==> config.mk <==
export PLATFORM = sky130hd
export DESIGN_NAME = tlb_op_engine
export DESIGN_NICKNAME = d
export VERILOG_FILES = /design/src/rtl/tlb_pkg.sv /design/src/rtl/tlb_fill_ctr.sv /design/src/rtl/tlb_op_engine.sv
export SDC_FILE = /design/constraint.sdc
export NUM_CORES = 1
export LEC_CHECK = 0
export CORE_AREA = 2 2 178 180
export DETAILED_ROUTE_END_ITERATION = 10
export DIE_AREA = 0 0 180 182
export GPL_TIMING_DRIVEN = 0
export PLACE_DENSITY = 0.62
export RECOVER_POWER = 100
export SETUP_SLACK_MARGIN = 0.2
export SYNTH_ARGS = -nofsm -noshare
export SYNTH_HDL_FRONTEND = slang
export SYNTH_SLANG_ARGS = --single-unit
==> constraint.sdc <==
create_clock -name clk -period 1.55 [get_ports clk]
set_input_delay 0.31 -clock clk [delete_from_list [all_inputs] [get_ports clk]]
set_output_delay 0.31 -clock clk [all_outputs]
set_load 0.005 [all_outputs]
==> src/rtl/tlb_pkg.sv <==
// Shared constants, op encodings and payload types for the TLB maintenance engine.
package tlb_pkg;

  localparam int unsigned TLBNUM  = 16;
  localparam int unsigned IDXW    = $clog2(TLBNUM);
  localparam int unsigned ENTRY_W = 89;
  localparam int unsigned OPW     = 3;
  localparam int unsigned INVOPW  = 5;
  localparam int unsigned VPPNW   = 19;
  localparam int unsigned ASIDW   = 10;

  // Field offsets inside {e,vppn,ps,asid,g,ppn0,plv0,mat0,d0,v0,ppn1,plv1,mat1,d1,v1}
  localparam int unsigned E_BIT    = 88;
  localparam int unsigned VPPN_LSB = 69;
  localparam int unsigned ASID_LSB = 53;

  localparam logic [INVOPW-1:0] INVOP_MAX = INVOPW'(6);

  typedef enum logic [OPW-1:0] {
    OP_SRCH = 3'd0,
    OP_RD   = 3'd1,
    OP_WR   = 3'd2,
    OP_FILL = 3'd3,
    OP_INV  = 3'd4
  } tlb_op_e;

  typedef struct packed {
    tlb_op_e              op;
    logic [INVOPW-1:0]    invop;
    logic [ASIDW-1:0]     inv_asid;
    logic [VPPNW-1:0]     inv_vppn;
    logic [ENTRY_W-1:0]   entry;
    logic [IDXW-1:0]      index;
    logic [IDXW-1:0]      fill_idx;
  } op_req_t;

endpackage

==> src/rtl/tlb_fill_ctr.sv <==
// Free-running wrapping index counter used as the TLBFILL victim pointer.
module tlb_fill_ctr
  import tlb_pkg::*;
(
  input  logic            clk,
  input  logic            resetn,
  output logic [IDXW-1:0] cnt
);

  logic [IDXW-1:0] cnt_q;
  logic [IDXW-1:0] cnt_d;

  always_comb begin
    cnt_d = (cnt_q == IDXW'(TLBNUM - 1)) ? '0 : cnt_q + IDXW'(1);
  end

  always_ff @(posedge clk or negedge resetn) begin
    if (!resetn) cnt_q <= '0;
    else         cnt_q <= cnt_d;
  end

  assign cnt = cnt_q;

endmodule

==> src/rtl/tlb_op_engine.sv <==
// Executes TLBSRCH/TLBRD/TLBWR/TLBFILL/INVTLB as IDLE->EXEC->RESP, one op in flight.
module tlb_op_engine
  import tlb_pkg::*;
(
  input  logic                clk,
  input  logic                resetn,
  input  logic                req_valid,
  output logic                req_ready,
  input  logic [OPW-1:0]      req_op,
  input  logic [INVOPW-1:0]   req_invop,
  input  logic [ASIDW-1:0]    req_inv_asid,
  input  logic [VPPNW-1:0]    req_inv_vppn,
  input  logic [ENTRY_W-1:0]  csr_entry,
  input  logic [IDXW-1:0]     csr_index,
  output logic                done,
  output logic                ine_exc,
  output logic                csr_we,
  output logic [ENTRY_W-1:0]  csr_wb_entry,
  output logic [IDXW-1:0]     csr_wb_index,
  output logic                csr_wb_ne,
  output logic                csr_wb_is_rd,
  output logic [VPPNW-1:0]    tlb_s1_vppn,
  output logic                tlb_s1_va_bit12,
  output logic [ASIDW-1:0]    tlb_s1_asid,
  input  logic                tlb_s1_found,
  input  logic [IDXW-1:0]     tlb_s1_index,
  output logic [IDXW-1:0]     tlb_r_index,
  input  logic [ENTRY_W-1:0]  tlb_r_entry,
  output logic                tlb_we,
  output logic [IDXW-1:0]     tlb_w_index,
  output logic [ENTRY_W-1:0]  tlb_w_entry,
  output logic                tlb_invtlb_valid,
  output logic [INVOPW-1:0]   tlb_invtlb_op
);

  typedef enum logic [1:0] {
    S_IDLE = 2'd0,
    S_EXEC = 2'd1,
    S_RESP = 2'd2
  } state_e;

  state_e              state_q, state_d;
  op_req_t             op_q, op_d;
  logic [IDXW-1:0]     fill_cnt;

  logic                req_ready_q, req_ready_d;
  logic                done_q, done_d;
  logic                ine_exc_q, ine_exc_d;
  logic                csr_we_q, csr_we_d;
  logic [ENTRY_W-1:0]  csr_wb_entry_q, csr_wb_entry_d;
  logic [IDXW-1:0]     csr_wb_index_q, csr_wb_index_d;
  logic                csr_wb_ne_q, csr_wb_ne_d;
  logic                csr_wb_is_rd_q, csr_wb_is_rd_d;
  logic [VPPNW-1:0]    s1_vppn_q, s1_vppn_d;
  logic [ASIDW-1:0]    s1_asid_q, s1_asid_d;
  logic [IDXW-1:0]     r_index_q, r_index_d;
  logic                we_q, we_d;
  logic [IDXW-1:0]     w_index_q, w_index_d;
  logic [ENTRY_W-1:0]  w_entry_q, w_entry_d;
  logic                inv_valid_q, inv_valid_d;
  logic [INVOPW-1:0]   inv_op_q, inv_op_d;

  tlb_fill_ctr u_fill_ctr (
    .clk    (clk),
    .resetn (resetn),
    .cnt    (fill_cnt)
  );

  // Outputs are registered from the next state, so TLB strobes line up exactly with EXEC
  // and the RESP writeback captures the TLB's combinational answer at the EXEC edge.
  always_comb begin
    state_d        = state_q;
    op_d           = op_q;
    done_d         = 1'b0;
    ine_exc_d      = 1'b0;
    csr_we_d       = 1'b0;
    csr_wb_entry_d = '0;
    csr_wb_index_d = '0;
    csr_wb_ne_d    = 1'b0;
    csr_wb_is_rd_d = 1'b0;
    s1_vppn_d      = '0;
    s1_asid_d      = '0;
    r_index_d      = '0;
    we_d           = 1'b0;
    w_index_d      = '0;
    w_entry_d      = '0;
    inv_valid_d    = 1'b0;
    inv_op_d       = '0;

    case (state_q)
      S_IDLE: begin
        if (req_valid) begin
          op_d.op       = tlb_op_e'(req_op);
          op_d.invop    = req_invop;
          op_d.inv_asid = req_inv_asid;
          op_d.inv_vppn = req_inv_vppn;
          op_d.entry    = csr_entry;
          op_d.index    = csr_index;
          op_d.fill_idx = fill_cnt;
          state_d       = S_EXEC;
        end
      end
      S_EXEC: begin
        state_d = S_RESP;
        done_d  = 1'b1;
        case (op_q.op)
          OP_SRCH: begin
            csr_we_d       = 1'b1;
            csr_wb_ne_d    = ~tlb_s1_found;
            csr_wb_index_d = tlb_s1_found ? tlb_s1_index : '0;
          end
          OP_RD: begin
            csr_we_d       = 1'b1;
            csr_wb_is_rd_d = 1'b1;
            if (tlb_r_entry[E_BIT]) csr_wb_entry_d = tlb_r_entry;
            else                    csr_wb_ne_d    = 1'b1;
          end
          OP_INV:  ine_exc_d = (op_q.invop > INVOP_MAX);
          default: ;
        endcase
      end
      S_RESP:  state_d = S_IDLE;
      default: state_d = S_IDLE;
    endcase

    if (state_d == S_EXEC) begin
      case (op_d.op)
        OP_SRCH: begin
          s1_vppn_d = op_d.entry[VPPN_LSB +: VPPNW];
          s1_asid_d = op_d.entry[ASID_LSB +: ASIDW];
        end
        OP_RD: r_index_d = op_d.index;
        OP_WR: begin
          we_d      = 1'b1;
          w_index_d = op_d.index;
          w_entry_d = op_d.entry;
        end
        OP_FILL: begin
          we_d      = 1'b1;
          w_index_d = op_d.fill_idx;
          w_entry_d = op_d.entry;
        end
        OP_INV: begin
          if (op_d.invop <= INVOP_MAX) begin
            inv_valid_d = 1'b1;
            inv_op_d    = op_d.invop;
            s1_asid_d   = op_d.inv_asid;
            s1_vppn_d   = op_d.inv_vppn;
          end
        end
        default: ;
      endcase
    end

    req_ready_d = (state_d == S_IDLE);
  end

  always_ff @(posedge clk or negedge resetn) begin
    if (!resetn) begin
      state_q        <= S_IDLE;
      op_q           <= '0;
      req_ready_q    <= 1'b1;
      done_q         <= 1'b0;
      ine_exc_q      <= 1'b0;
      csr_we_q       <= 1'b0;
      csr_wb_entry_q <= '0;
      csr_wb_index_q <= '0;
      csr_wb_ne_q    <= 1'b0;
      csr_wb_is_rd_q <= 1'b0;
      s1_vppn_q      <= '0;
      s1_asid_q      <= '0;
      r_index_q      <= '0;
      we_q           <= 1'b0;
      w_index_q      <= '0;
      w_entry_q      <= '0;
      inv_valid_q    <= 1'b0;
      inv_op_q       <= '0;
    end else begin
      state_q        <= state_d;
      op_q           <= op_d;
      req_ready_q    <= req_ready_d;
      done_q         <= done_d;
      ine_exc_q      <= ine_exc_d;
      csr_we_q       <= csr_we_d;
      csr_wb_entry_q <= csr_wb_entry_d;
      csr_wb_index_q <= csr_wb_index_d;
      csr_wb_ne_q    <= csr_wb_ne_d;
      csr_wb_is_rd_q <= csr_wb_is_rd_d;
      s1_vppn_q      <= s1_vppn_d;
      s1_asid_q      <= s1_asid_d;
      r_index_q      <= r_index_d;
      we_q           <= we_d;
      w_index_q      <= w_index_d;
      w_entry_q      <= w_entry_d;
      inv_valid_q    <= inv_valid_d;
      inv_op_q       <= inv_op_d;
    end
  end

  assign req_ready        = req_ready_q;
  assign done             = done_q;
  assign ine_exc          = ine_exc_q;
  assign csr_we           = csr_we_q;
  assign csr_wb_entry     = csr_wb_entry_q;
  assign csr_wb_index     = csr_wb_index_q;
  assign csr_wb_ne        = csr_wb_ne_q;
  assign csr_wb_is_rd     = csr_wb_is_rd_q;
  assign tlb_s1_vppn      = s1_vppn_q;
  assign tlb_s1_va_bit12  = 1'b0;
  assign tlb_s1_asid      = s1_asid_q;
  assign tlb_r_index      = r_index_q;
  assign tlb_we           = we_q;
  assign tlb_w_index      = w_index_q;
  assign tlb_w_entry      = w_entry_q;
  assign tlb_invtlb_valid = inv_valid_q;
  assign tlb_invtlb_op    = inv_op_q;

endmodule

# Word-level counts from Yosys, hierarchy flattened
# Index checks and enable logic that the tools add are counted.
dict set report word_totals {
  input_bits 227
  out_inout_bits 233
  ff_bits 372
}
dict set report op_classes {
  n_lt_le_gt_ge 2
  addsub 1
  reduce_logical 6
  n_eq_ne 9
  mux 41
  bitwise_logic 1
}
# cell n
set op_table {}
lappend op_table {{$mux W89} 5}
lappend op_table {{$mux W134} 2}
lappend op_table {{$mux W19} 2}
lappend op_table {{$pmux W19 S2} 1}
lappend op_table {{$mux W4} 7}
lappend op_table {{$mux W10} 2}
lappend op_table {{$pmux W10 S2} 1}
lappend op_table {{$mux W5} 3}
lappend op_table {{$mux W1} 14}
lappend op_table {{$pmux W4 S2} 1}
lappend op_table {{$eq A3 B1 Y1 const B} 2}
lappend op_table {{$eq A3 B2 Y1 const B} 2}
lappend op_table {{$eq A3 B3 Y1 const B} 2}
lappend op_table {{$logic_not A3 Y1} 2}
lappend op_table {{$gt A5 B3 Y1 const B} 1}
lappend op_table {{$le A5 B3 Y1 const B} 1}
lappend op_table {{$add A4 B1 Y4 const B} 1}
lappend op_table {{$eq A2 B1 Y1 const B} 2}
lappend op_table {{$eq A4 B4 Y1 const B} 1}
lappend op_table {{$logic_not A2 Y1} 2}
lappend op_table {{$pmux W2 S2} 1}
lappend op_table {{$reduce_or A2 Y1} 2}
lappend op_table {{$mux W2} 1}
lappend op_table {{$pmux W1 S2} 1}
lappend op_table {{$not A1 Y1} 1}

# Longest topological paths before layout
# Gate-level depths: netlist of the first run.
dict set report logic_depth {
  ltp_word 6
  depth_mapped 7
}

# Hierarchy
# Synthesis of the first run repeated with hierarchy kept, for this count alone.
dict set report unflattened {
  cells_unflattened 559
  hier_area_um2 8177.8
}
# mod seq_area_each_um2 area_each_um2 cells_per_inst instances
set by_module_without_submodules {}
lappend by_module_without_submodules {tlb_op_engine 6032.0 8013.9 547 1}
lappend by_module_without_submodules {tlb_fill_ctr 100.1 163.9 12 1}

# Worst setup path after synthesis of the first run
# OpenSTA, ideal clock, no wires.
dict set report synth_timing {
  path_type {flip-flop to flip-flop}
  from {register done (netlist name)}
  to {register s1_asid_q[7] (netlist: tlb_s1_asid[7])}
  arrival_time_ns 1.493
  setup_time_ns 0.065
  path_slack_ns -0.008
  path_stages_with_launch 6
  synth_period_minus_slack_ns 1.558
  required_ns 1.485
  cell_sequence {dfrtp_1 -> or3b_4 -> nor4_2 -> buf_2 -> buf_4 -> a22o_1}
}
# item line_no
set synth_rtl {}
lappend synth_rtl {{end signal, assigned} tlb_op_engine.sv:190} ;# s1_asid_q <= s1_asid_d;
lappend synth_rtl {{end, declared} tlb_op_engine.sv:55} ;# logic [ASIDW-1:0] s1_asid_q, s1_asid_d;

==> impl_summary.txt, run 1 <==
----------------------------------------------------
[Synth]
  Post-synthesis sequential area ratio ... 75.2%
  Number of synthesized register bits ... 245
  Post-synth EDFFs ... 0
  Cell with the most instances after synthesis ... dfrtp_1
  Area leader, netlist ... dfrtp_1
  Mapped Cells ... 564
  Leading register cell type out of synthesis ... dfrtp_1
  Post-synth top area share ... between 70 and 80%
  Fraction of registers with async set/reset ... 100%
  Total of warnings raised by yosys ... 0
  Ranking of synthesized cells by area ... dfrtp_1, and2_1, a22o_1, buf_2, nand2_1
  Synth cell types ... 34
  Netlist area before placement ... 8160 µm²
  Avg Synthesized Cell Area ... 14.5 µm²
  Leading cell types by count after synthesis ... dfrtp_1, and2_1, a22o_1

[STA]
  Setup repair after global routing missed its margin ... yes
  Number of hold violations in the final report ... 46
  Slew Viols, Final ... 0
  # setup viols final ... 205
  Post-route fraction of the period consumed by the critical path ... 111%
  Normalized max-slew margin ... 62.7%
  Tmin final ... 1.73 ns
  Final Worst Setup Slack ... -0.176 ns
  Maximum frequency from static timing analysis ... 580 MHz
  Clock Skews ... 0.00862 ns
  Hold slack final ... -0.332 ns
  Tightest Pin Transition ... 0.559 ns

[Global route]
  Overflow left after global routing ... 0
  Wire length of the first global-routing pass ... 42.2 mm
  Via count of the first global-routing pass ... 6804
  Initial antenna violation count ... 3
  Overall fraction of global-route tracks in use ... 17.0%
  Largest net degree at the start of global routing ... approximately 110

[Final layout]
  Area Growth Syn to Fin ... 74.6%
  Area taken by flip-flops and latches ... 6130 µm²
  Number of cells in the finished layout apart from fillers ... around 1500
  Final antenna diode count ... 0
  Proportion of layout cells with a drive suffix above 1 ... between 30% and 40%
  Post-route cell area ... 14200 µm²
  Count of filler cells inserted in the layout ... 2864
  Total area of multi-input combinational cells ... about 2000 µm²
  # nets final ... 1321

[Floorplanning]
  Placement Rows ... 65
  Horiz. Die Dim ... 180 µm
  Io pins ... 460
  Floorplan core area ... approximately 31000 µm²
  Full die area ... between 30000 and 40000 µm²
  Die height ... around 180 µm
  Starting density of the core ... 26.3%

[Route]
  Total detailed-routing wirelength ... 28.8 mm
  Number of violations reported at the end of detailed-routing iteration 0 ... 188
  Via count of the routed design ... roughly 6200
  DRT Pass-1 Iters ... 4
  Routed wire length per instance ... 19.0 µm
  Number of nets with antenna violations after routing ... 0
  Via-per-instance ratio ... between 4 and 5
  Number of DRC violations after detailed routing ... 0

[Clock tree]
  TritonCTS clock tree ... done
  Latest clock arrival within the worst-skew pair ... 0.54 ns
  Clock buffer depth ... 3
  H-tree depth ... 1
  CTS Buf Count ... 28
  Buffer type at the clock tree root ... clkbuf_16
  Clk slew on worst S/H paths ... 0.06 ns
  Number of sinks on the clock net ... 245

[Worst hold path]
  Worst hold-check path type ... in2async

[Critical path]
  Cell-by-cell listing of the critical path ... or3b_4 > buf_6 > nor4_4 > buf_6 > clkbuf_16 > a22o_1
  Total buffers and inverters traversed by the critical path ... 3
  Category of the most critical setup path ... reg2reg
  CP startpoint kind ... flip-flop
  Crit-path leading delay family ... simple AND/OR/NAND/NOR gates
  Most repeated library cell on the critical path ... buf_6
  Worst endpoint data arrival time ... 2.20 ns
  Required @ worst endpoint ... about 2.0 ns
  Longest individual stage delay on the worst path ... between 0.4 and 0.5 ns
  CP endpoint kind ... flip-flop
  Slowest stage cell, crit path ... dfrtp_2
  Max FO, Critical Path ... 5

[Outcome]
  Outcome ... finished with violations
  Violations in the final reports ... hold timing, setup timing

[Place]
  Placed Cells incl. Taps ... 1427
  # port buffers ... 457
  Final HPWL DP ... 20.5 mm
  Placer's final routability congestion estimate ... 0.775
  Cell area after placement ... 13500 µm²

[Power]
  Maximum vdd ir drop ... 0.812 mV
  Leakage power total ... 7.52 nW
  Power density of the placed cells ... 1050 nW/µm²

[Flow run]
  Max-cap violations ... 0

----------------------------------------------------
-- state kept, by name, indices dropped and copies added, names as in the netlist, 4 cells and up --
register        count
tlb_w_index         4
op_q                8
tlb_r_index         4
tlb_invtlb_op       5
tlb_s1_asid        10
tlb_s1_vppn        19
u_fill_ctr.cnt      4
csr_wb_index        4
tlb_w_entry        89
csr_wb_entry       89
-- layer usage --
layer,wire length [µm],track usage (%),vias up
li1,-,-,2856
met1,10500,18.4,3019
met2,15000,31.6,295
met3,2490,5.74,57
met4,714,4.46,4
met5,32,0,-
-- path summary, 6_finish.rpt --
path | end | start | slack, ns | cells past startpoint
max in group asynchronous | tlb_w_index[2] | resetn | 0.61 | 3
min reg2reg | req_ready | state_q[0] | 0.46 | 1
min in group clk | op_q[131] | req_op[0] | 0.13 | 3
min | csr_wb_entry[18] | resetn | -0.33 | 1
max reg2reg | tlb_s1_vppn[6] | done | -0.18 | 6
max | tlb_s1_vppn[6] | done | -0.18 | 6
-- power breakdown --
group	internal (mW)	switching (mW)	total [mW]
logic	0.977	0.589	1.57
clock network	3.97	2.69	6.66
registers	6.59	0.0888	6.68
-- area by class of cell --
type | instances | area share, %
Buffer | 36 | 3.24
Clock buffer | 36 | 5.63
Clock inverter | 14 | 0.931
Inverter | 3 | 0.167
Multi-Input combinational cell | 282 | 14.3
Sequential cell | 245 | 43.1
Tap cell | 402 | 3.53
Timing Repair Buffer | 496 | 29.1
Timing Repair inverter | 1 | 0.0791
-- layout by cell type (no fill, tap or decap), types with 3 or more instances in the layout --
| cell type | instances |
|---|---|
| conb_1 | 3 |
| buf_8 | 19 |
| and2_1 | 124 |
| buf_2 | 219 |
| and2_4 | 61 |
| mux2i_1 | 4 |
| buf_4 | 10 |
| nor2_1 | 6 |
| buf_12 | 6 |
| and3_1 | 4 |
| buf_6 | 42 |
| a22o_1 | 27 |
| dfrtp_1 | 243 |
| nand2_2 | 3 |
| clkinv_2 | 8 |
| clkbuf_8 | 5 |
| nand2_1 | 22 |
| clkdlybuf4s50_1 | 224 |
| buf_16 | 5 |
| clkbuf_16 | 36 |
| nand3_1 | 4 |
-- through the flow --
step | worst slack (ns) | total power, mW | utilization, % | setup TNS [ns]
final | -0.176 | 14.9 | 46.0 | -18.18
after global routing | -0.230 | 15.5 | 46.0 | -34.48
after CTS | -0.191 | 15.1 | 44.9 | -27.64
after detailed placement | -0.736 | 8.27 | 43.5 | -95.98
after global placement | -10.40 | 8.24 | 43.3 | -2625.17
after floorplan | 0.0358 | 7.11 | - | 0
-- timing repair --
item / 4_1_cts / 5_1_grt
setup endpoints to repair: 460 / 461
pin swaps: 9 / 39
hold endpoints to repair: 46 / 46
resized for setup: 1021 / 72
buffers inserted: 16 / 2
cloned: 14 / 6
-- cell families after synthesis --
kind of cell    count (synthesis)  synth area share (%)
compound gates                 36                  3.68
xor+xnor                        1                 0.107
fa+ha+maj                       1                 0.153
buf+inv                        39                  2.48
flops                         245                  75.2
mux                             4                 0.491
other cells                     1                0.0460
simple gates                  237                  17.9
Power figures use the tool's default switching activity.
==> inputs of run 2 (changes only) <==
--- a/config.mk
+++ b/config.mk
@@ -6,6 +6,7 @@
 export NUM_CORES = 1
 export LEC_CHECK = 0
 export CORE_AREA = 2 2 178 180
+export CTS_CLUSTER_SIZE = 25
 export DETAILED_ROUTE_END_ITERATION = 10
 export DIE_AREA = 0 0 180 182
 export GPL_TIMING_DRIVEN = 0
==> constraint.sdc (replaced) <==
create_clock -name clk -period 1.38 [get_ports clk]
set_input_delay 0.276 -clock clk [delete_from_list [all_inputs] [get_ports clk]]
set_output_delay 0.276 -clock clk [all_outputs]
set_load 0.005 [all_outputs]
==> run 2 against run 1 <==
The flow still finishes with violations (hold timing, setup timing); total power is 11% higher; sequential cell count stayed put; die area stayed put; critical path depth is 2 higher; worst hold slack better by 0.27 ns; global-route usage is 0.35 points lower; clock-buffer cell count is 4 higher; worst setup slack worse by 0.16 ns.
==> impl_summary.txt, run 2 (synthesis results as in run 1) <==
----------------------------------------------------
[Outcome]
  Outcome ... finished with violations
  Violations in the final reports ... hold timing, setup timing

[STA]
  Post-route fraction of the period consumed by the critical path ... 124% (+13 points)
  Normalized max-slew margin ... 26.2% (-37 points)
  Slew Viols, Final ... 0 (unchanged)
  Number of hold violations in the final report ... 41 (-11%)
  Setup repair after global routing missed its margin ... yes
  Tightest Pin Transition ... 1.11 ns (+0.548 ns)
  Final Worst Setup Slack ... -0.331 ns (-0.156 ns)
  Tmin final ... 1.71 ns (-0.0140 ns)
  Clock Skews ... 0.00941 ns (+0.000798 ns)
  Hold slack final ... -0.0619 ns (+0.270 ns)
  Maximum frequency from static timing analysis ... 584 MHz (+0.82%)
  # setup viols final ... 231 (+13%)

[Final layout]
  Highest-count cells in the layout ignoring fill and taps ... dfrtp_1, clkdlybuf4s50_1, clkbuf_1
  Count of filler cells inserted in the layout ... 2932 (+2.4%)
  Most frequent standard cell in the layout excluding fill and tap cells ... dfrtp_1
  Proportion of layout cells with a drive suffix above 1 ... 28.2% (-11 points)
  Final core occ ... 45.3% (-0.64 points)
  Post-route cell area ... 14000 µm² (-1.4%)
  # nets final ... 1327 (+0.45%)
  Area Growth Syn to Fin ... 72.1%
  Number of cells in the finished layout apart from fillers ... 1519 (+0.26%)

[Floorplanning]
  Placement Rows ... 65 (unchanged)
  Starting density of the core ... 26.3% (unchanged)
  Horiz. Die Dim ... 180 µm (unchanged)
  Floorplan core area ... 31000 µm² (unchanged)
  Full die area ... 32800 µm² (unchanged)
  Io pins ... 460 (unchanged)
  Die height ... 182 µm (unchanged)

[Power]
  Register share of total power ... 45.2% (+0.4 points)
  Clock power frac ... 43.9% (-0.8 points)
  Overall power after layout ... 16.6 mW (+11%)
  Power density of the placed cells ... 1180 nW/µm² (+13%)
  Fraction of power consumed by combinational cells ... 10.8% (+0.3 points)
  Leakage power total ... 6.90 nW (-8.3%)
  Maximum vdd ir drop ... 0.754 mV (-7.1%)
  Pint ... 13.0 mW (+12%)
  Switching pwr ... 3.63 mW (+7.9%)
  Share of total power consumed by net switching ... 21.9% (-0.70 points)

[Global route]
  Via count of the first global-routing pass ... 6670 (-2.0%)
  Initial antenna violation count ... 2 (-1)
  Overflow left after global routing ... 0 (unchanged)
  Overall fraction of global-route tracks in use ... 16.6% (-0.35 points)
  Wire length of the first global-routing pass ... 41.3 mm (-2.2%)
  Largest net degree at the start of global routing ... 122 (+12%)

[Critical path]
  Worst endpoint data arrival time ... 2.19 ns (about the same)
  CP endpoint kind ... flip-flop
  Required @ worst endpoint ... 1.86 ns (-0.17 ns)
  Max FO, Critical Path ... 8 (+3)
  Category of the most critical setup path ... reg2reg
  CP startpoint kind ... flip-flop

[Clock tree]
  TritonCTS clock tree ... done
  Buffer type at the clock tree root ... clkbuf_16
  Number of sinks on the clock net ... 245 (unchanged)
  Latest clock arrival within the worst-skew pair ... 0.53 ns (about the same)
  CTS Buf Count ... 28 (unchanged)
  Clk slew on worst S/H paths ... 0.06 ns (about the same)
  Clock buffer depth ... 3 (unchanged)
  H-tree depth ... 1 (unchanged)

[Place]
  Cell area after placement ... 13500 µm² (unchanged)
  # port buffers ... 457 (unchanged)
  Placer's final routability congestion estimate ... 0.782 (+0.98%)
  Placed Cells incl. Taps ... 1427 (unchanged)
  Final HPWL DP ... 20.5 mm (about the same)

[Route]
  DRT Pass-1 Iters ... 4 (unchanged)
  Number of DRC violations after detailed routing ... 0 (unchanged)
  Via-per-instance ratio ... 4.09 (-0.57%)
  Total detailed-routing wirelength ... 28.5 mm (-1.3%)
  Number of nets with antenna violations after routing ... 0 (unchanged)
  Routed wire length per instance ... 18.7 µm (-1.5%)
  Number of violations reported at the end of detailed-routing iteration 0 ... 235 (+25%)
  Via count of the routed design ... 6212 (-0.30%)

[Flow run]
  Max-cap violations ... 0 (unchanged)

[Worst hold path]
  Worst hold-check path type ... in2async

----------------------------------------------------
## run 2: cell types whose count changed in the layout (fill, tap and decap cells not counted), moves of 3 or more
cell	delta
buf_2	-173
buf_1	+3
and2_1	-26
buf_16	-4
buf_12	-4
buf_8	+3
buf_6	-10
clkbuf_1	+148
clkbuf_16	+3
clkbuf_2	+42
and2_4	+26
clkinv_2	-4
## run 2: repair_timing
| item | in CTS | in global routing |
|---|---|---|
| endpoints found under the setup margin | 467 | 469 |
| pin swaps | 4 | 72 |
| hold endpoints to repair | 41 | 41 |
| gates cloned | 11 | 8 |
| setup buffers | 20 | 5 |
| gates resized for setup | 1006 | 131 |
## run 2: power groups by stage
stage	combinational, mW	sequential (mW)	clock [mW]
after floorplan	0.343	7.64	0
after global placement	1.61	7.65	0
after detailed placement	1.65	7.64	0
after CTS	1.71	7.51	7.49
after global routing	1.95	7.53	7.77
final	1.80	7.50	7.29
## run 2: worst max-delay path, cell delays in order, from the launching register on
cell	delay, ns
dfrtp_2	0.42
or3b_4	0.39
inv_2	0.07
buf_6	0.10
nand3b_4	0.16
clkinv_8	0.17
buf_6	0.12
buf_6	0.10
and2_4	0.12
## run 2: per-layer routing
metal	track usage, %	vias up	share of wire (%)
met1	18.5	2988	37
met3	5.48	53	8.7
met5	0	-	0.063
met2	29.8	302	52
li1	-	2867	-
met4	5.85	2	3.0
## run 2: through the flow
step,worst slack (ns),TNS (ns)
finish,-0.331,-57.06
detailed placement,-0.861,-128.32
global placement,-10.49,-2681.12
global route,-0.436,-85.87
CTS,-0.364,-67.82
floorplan,-0.133,-16.21
## run 2: worst paths after layout
kind	from	end	slack, ns	cells past startpoint
worst min-delay path	resetn	csr_wb_entry[62]	-0.06	1
min in group clk	req_op[0]	op_q[131]	0.11	3
worst max-delay path	done	tlb_w_entry[5]	-0.33	8
max in group asynchronous	resetn	done	0.13	2
worst max register to register	done	tlb_w_entry[5]	-0.33	8
worst min register to register	op_q[129]	op_q[129]	0.48	2
## run 2: layout make-up
| class | count | area, µm² | area share, % |
|---|---|---|---|
| diodes | 1 | 2.50 | 0.0178 |
| plain buffers | 36 | 498 | 3.55 |
| clock buffers | 40 | 817 | 5.82 |
| clock inverters | 7 | 88.8 | 0.633 |
| inverters | 3 | 23.8 | 0.169 |
| multi-input cells | 282 | 2110 | 15.0 |
| flip-flops and latches | 245 | 6130 | 43.7 |
| well taps | 402 | 503 | 3.58 |
| repair buffers | 502 | 3850 | 27.4 |
| repair inverters | 1 | 16.3 | 0.116 |
==> inputs of run 3 (changes only) <==
--- a/config.mk
+++ b/config.mk
@@ -5,12 +5,13 @@
 export SDC_FILE = /design/constraint.sdc
 export NUM_CORES = 1
 export LEC_CHECK = 0
-export CORE_AREA = 2 2 178 180
+export CORE_AREA = 2 2 179 181
+export CTS_CLUSTER_DIAMETER = 100
 export CTS_CLUSTER_SIZE = 25
 export DETAILED_ROUTE_END_ITERATION = 10
-export DIE_AREA = 0 0 180 182
+export DIE_AREA = 0 0 181 183
 export GPL_TIMING_DRIVEN = 0
-export PLACE_DENSITY = 0.62
+export PLACE_DENSITY = 0.59
 export RECOVER_POWER = 100
 export SETUP_SLACK_MARGIN = 0.2
 export SYNTH_ARGS = -nofsm -noshare
==> constraint.sdc (replaced) <==
create_clock -name clk -period 2.09 [get_ports clk]
set_input_delay 0.418 -clock clk [delete_from_list [all_inputs] [get_ports clk]]
set_output_delay 0.418 -clock clk [all_outputs]
set_load 0.005 [all_outputs]
==> run 3 against run 2 <==
The run now ends clean; design area decreased by 2.6%; non-clock buffer count down 40; cell count fell by 4.5%; combinational power decreased by 44%; clock-buffer cell count is 22 lower; largest power group unchanged; clock power shrank 64%; via count is 4.3% lower; die area rose by 1.1%.
==> impl_summary.txt, run 3 (synthesis results as in run 1) <==
----------------------------------------------------
[Clock tree]
  Clk slew on worst S/H paths ... 0.10 ns (+0.04 ns)
  Number of sinks on the clock net ... 245 (unchanged)
  Buffer type at the clock tree root ... clkbuf_16
  CTS Buf Count ... 13 (-54%)
  H-tree depth ... 1 (unchanged)
  Latest clock arrival within the worst-skew pair ... 0.48 ns (-0.05 ns)
  Clock buffer depth ... 3 (unchanged)
  TritonCTS clock tree ... done

[Critical path]
  Worst reg2reg endpoint ... tlb_w_entry[87]
  Reg2reg setup slack ... 0.24 ns (+0.57 ns)
  CP startpoint kind ... flip-flop
  FF-to-FF path depth ... 7 (-1)
  Cell-by-cell listing of the critical path ... dlygate4sd3_1
  Critical path depth in cells ... 1 (-7)
  Max FO, Critical Path ... 1 (-7)
  Worst endpoint data arrival time ... 1.47 ns (-0.72 ns)
  R2r startpoint ... done
  Slowest stage cell, crit path ... dlygate4sd3_1
  Total buffers and inverters traversed by the critical path ... 1 (-4)
  Required @ worst endpoint ... 1.67 ns (-0.19 ns)
  CP endpoint kind ... primary output
  Category of the most critical setup path ... reg2out
  Longest individual stage delay on the worst path ... 0.62 ns (+0.20 ns)
  Crit-path leading delay family ... buffers and inverters

[Global route]
  Overflow left after global routing ... 0 (unchanged)
  Overall fraction of global-route tracks in use ... 15.6% (-1.1 points)
  Via count of the first global-routing pass ... 6315 (-5.3%)
  Initial antenna violation count ... 3 (+1)
  Largest net degree at the start of global routing ... 116 (-4.9%)
  Wire length of the first global-routing pass ... 39.3 mm (-5.0%)

[STA]
  # setup viols final ... 0 (-100%)
  Tightest Pin Transition ... 0.869 ns (-0.237 ns)
  Post-route fraction of the period consumed by the critical path ... 90.5%
  Slew Viols, Final ... 0 (unchanged)
  Normalized max-slew margin ... 42.0% (+16 points)
  Setup repair after global routing missed its margin ... no
  Clock Skews ... 0.0189 ns (+0.00948 ns)
  Maximum frequency from static timing analysis ... 529 MHz
  Final Worst Setup Slack ... 0.198 ns (+0.530 ns)
  Number of hold violations in the final report ... 0 (-100%)
  Tmin final ... 1.89 ns

[Final layout]
  Highest-count cells in the layout ignoring fill and taps ... dfrtp_1, dlygate4sd3_1, clkdlybuf4s50_1
  Most frequent standard cell in the layout excluding fill and tap cells ... dfrtp_1
  Area Growth Syn to Fin ... 67.7%
  Post-route cell area ... 13700 µm² (-2.6%)
  Count of filler cells inserted in the layout ... 2910 (-0.75%)
  Final core occ ... 43.8% (-1.5 points)
  # nets final ... 1271 (-4.2%)
  Proportion of layout cells with a drive suffix above 1 ... 5.06% (-23 points)

[Power]
  Switching pwr ... 1.93 mW (-47%)
  Overall power after layout ... 8.59 mW (-48%)
  Maximum vdd ir drop ... 0.498 mV (-34%)
  Leakage power total ... 7.00 nW (+1.4%)
  Power density of the placed cells ... 628 nW/µm² (-47%)
  Clock power frac ... 30.9% (-13 points)
  Register share of total power ... 57.5% (+12 points)
  Share of total power consumed by net switching ... 22.4% (+0.55 points)
  Fraction of power consumed by combinational cells ... 11.6% (+0.8 points)
  Pint ... 6.67 mW (-49%)

[Flow run]
  Max-cap violations ... 0 (unchanged)

[Floorplanning]
  Full die area ... 33100 µm² (+1.1%)
  Horiz. Die Dim ... 181 µm (+0.56%)
  Floorplan core area ... 31200 µm² (+0.79%)
  Starting density of the core ... 26.1% (-0.21 points)
  Placement Rows ... 65 (unchanged)
  Die height ... 183 µm (+0.55%)
  Io pins ... 460 (unchanged)

[Place]
  Cell area after placement ... 13300 µm² (-1.3%)
  # port buffers ... 457 (unchanged)
  Placement Setup Slack ... -0.457 ns (+0.404 ns)
  Final HPWL DP ... 20.5 mm (about the same)
  Placer's final routability congestion estimate ... 0.780 (-0.29%)

[Route]
  Number of violations reported at the end of detailed-routing iteration 0 ... 240 (+2.1%)
  Number of nets with antenna violations after routing ... 0 (unchanged)
  DRT Pass-1 Iters ... 6 (+2)
  Routed wire length per instance ... 18.0 µm (-3.9%)
  Via-per-instance ratio ... 4.10 (+0.21%)
  Number of DRC violations after detailed routing ... 0 (unchanged)
  Total detailed-routing wirelength ... 26.1 mm (-8.2%)
  Via count of the routed design ... 5942 (-4.3%)

[Worst hold path]
  Hold path startpoint ... req_op[0]
  Number of instances on the worst hold path ... 3
  Capture endpoint of the worst hold path ... op_q[131]
  Worst hold-check path type ... in2reg

[Outcome]
  Outcome ... finished, final reports clean

----------------------------------------------------
run 3: repair_timing:
item	4_1_cts	5_1_grt
pin swaps	1	0
resized for setup	11	16
hold buffers	1	0
setup buffers	1	1
setup endpoints to repair	166	108
hold endpoints to repair	26	0
run 3: worst max-delay path by stage:
stage	startpoint	to	slack, ns
after global placement	resetn	tlb_s1_vppn[11]	-10.02
after floorplan	done	tlb_s1_asid[7]	0.53
after CTS	op_q[133]	csr_wb_entry[31]	0.21
after detailed placement	req_valid	tlb_w_entry[63]	-0.46
final	tlb_w_entry[61]	tlb_w_entry[61]	0.20
after global routing	done	tlb_w_entry[41]	0.10
run 3: per-stage QoR:
stage                     setup TNS [ns]  hold slack, ns  cells
final                                  0           0.283   1450
after CTS                              0           0.275   1448
after global routing                   0           0.298   1449
after global placement          -2479.60           0.465   1425
after detailed placement          -36.40           0.300   1427
after floorplan                        0           0.122    566
run 3: worst reg2reg max path, cell delays in order, from the launching register on:
cell and delay [ns]:
dfrtp_1 0.46, or3b_1 0.43, inv_1 0.09, buf_4 0.12
nand3b_4 0.14, clkinv_8 0.13, clkbuf_2 0.23, and2_0 0.17
run 3: area by class of cell:
class	count	area, µm²	area share [%]
inverters	3	23.8	0.174
repair buffers	462	4640	33.9
clock buffers	18	344	2.52
flip-flops and latches	245	6130	44.8
clock inverters	1	5.00	0.0366
plain buffers	36	210	1.54
well taps	402	503	3.68
multi-input cells	282	1820	13.3
diodes	1	2.50	0.0183
run 3: metal layers:
metal / up-vias / wire, µm / track usage (%) / share of wire [%]
li1: 2728 / - / - / -
met1: 2898 / 9300 / 17.1 / 36
met2: 285 / 13600 / 28.7 / 52
met3: 27 / 2750 / 5.98 / 11
met4: 4 / 389 / 3.06 / 1.5
met5: - / 30 / 0 / 0.11
run 3: power by group through the flow:
stage	registers [mW]	logic [mW]	clock network (mW)
2_1_floorplan	5.05	0.206	0
3_5_place_dp	5.04	1.06	0
5_1_grt	4.96	1.10	2.98
4_1_cts	4.95	1.07	2.80
6_report	4.94	1.00	2.65
3_3_place_gp	5.04	1.04	0
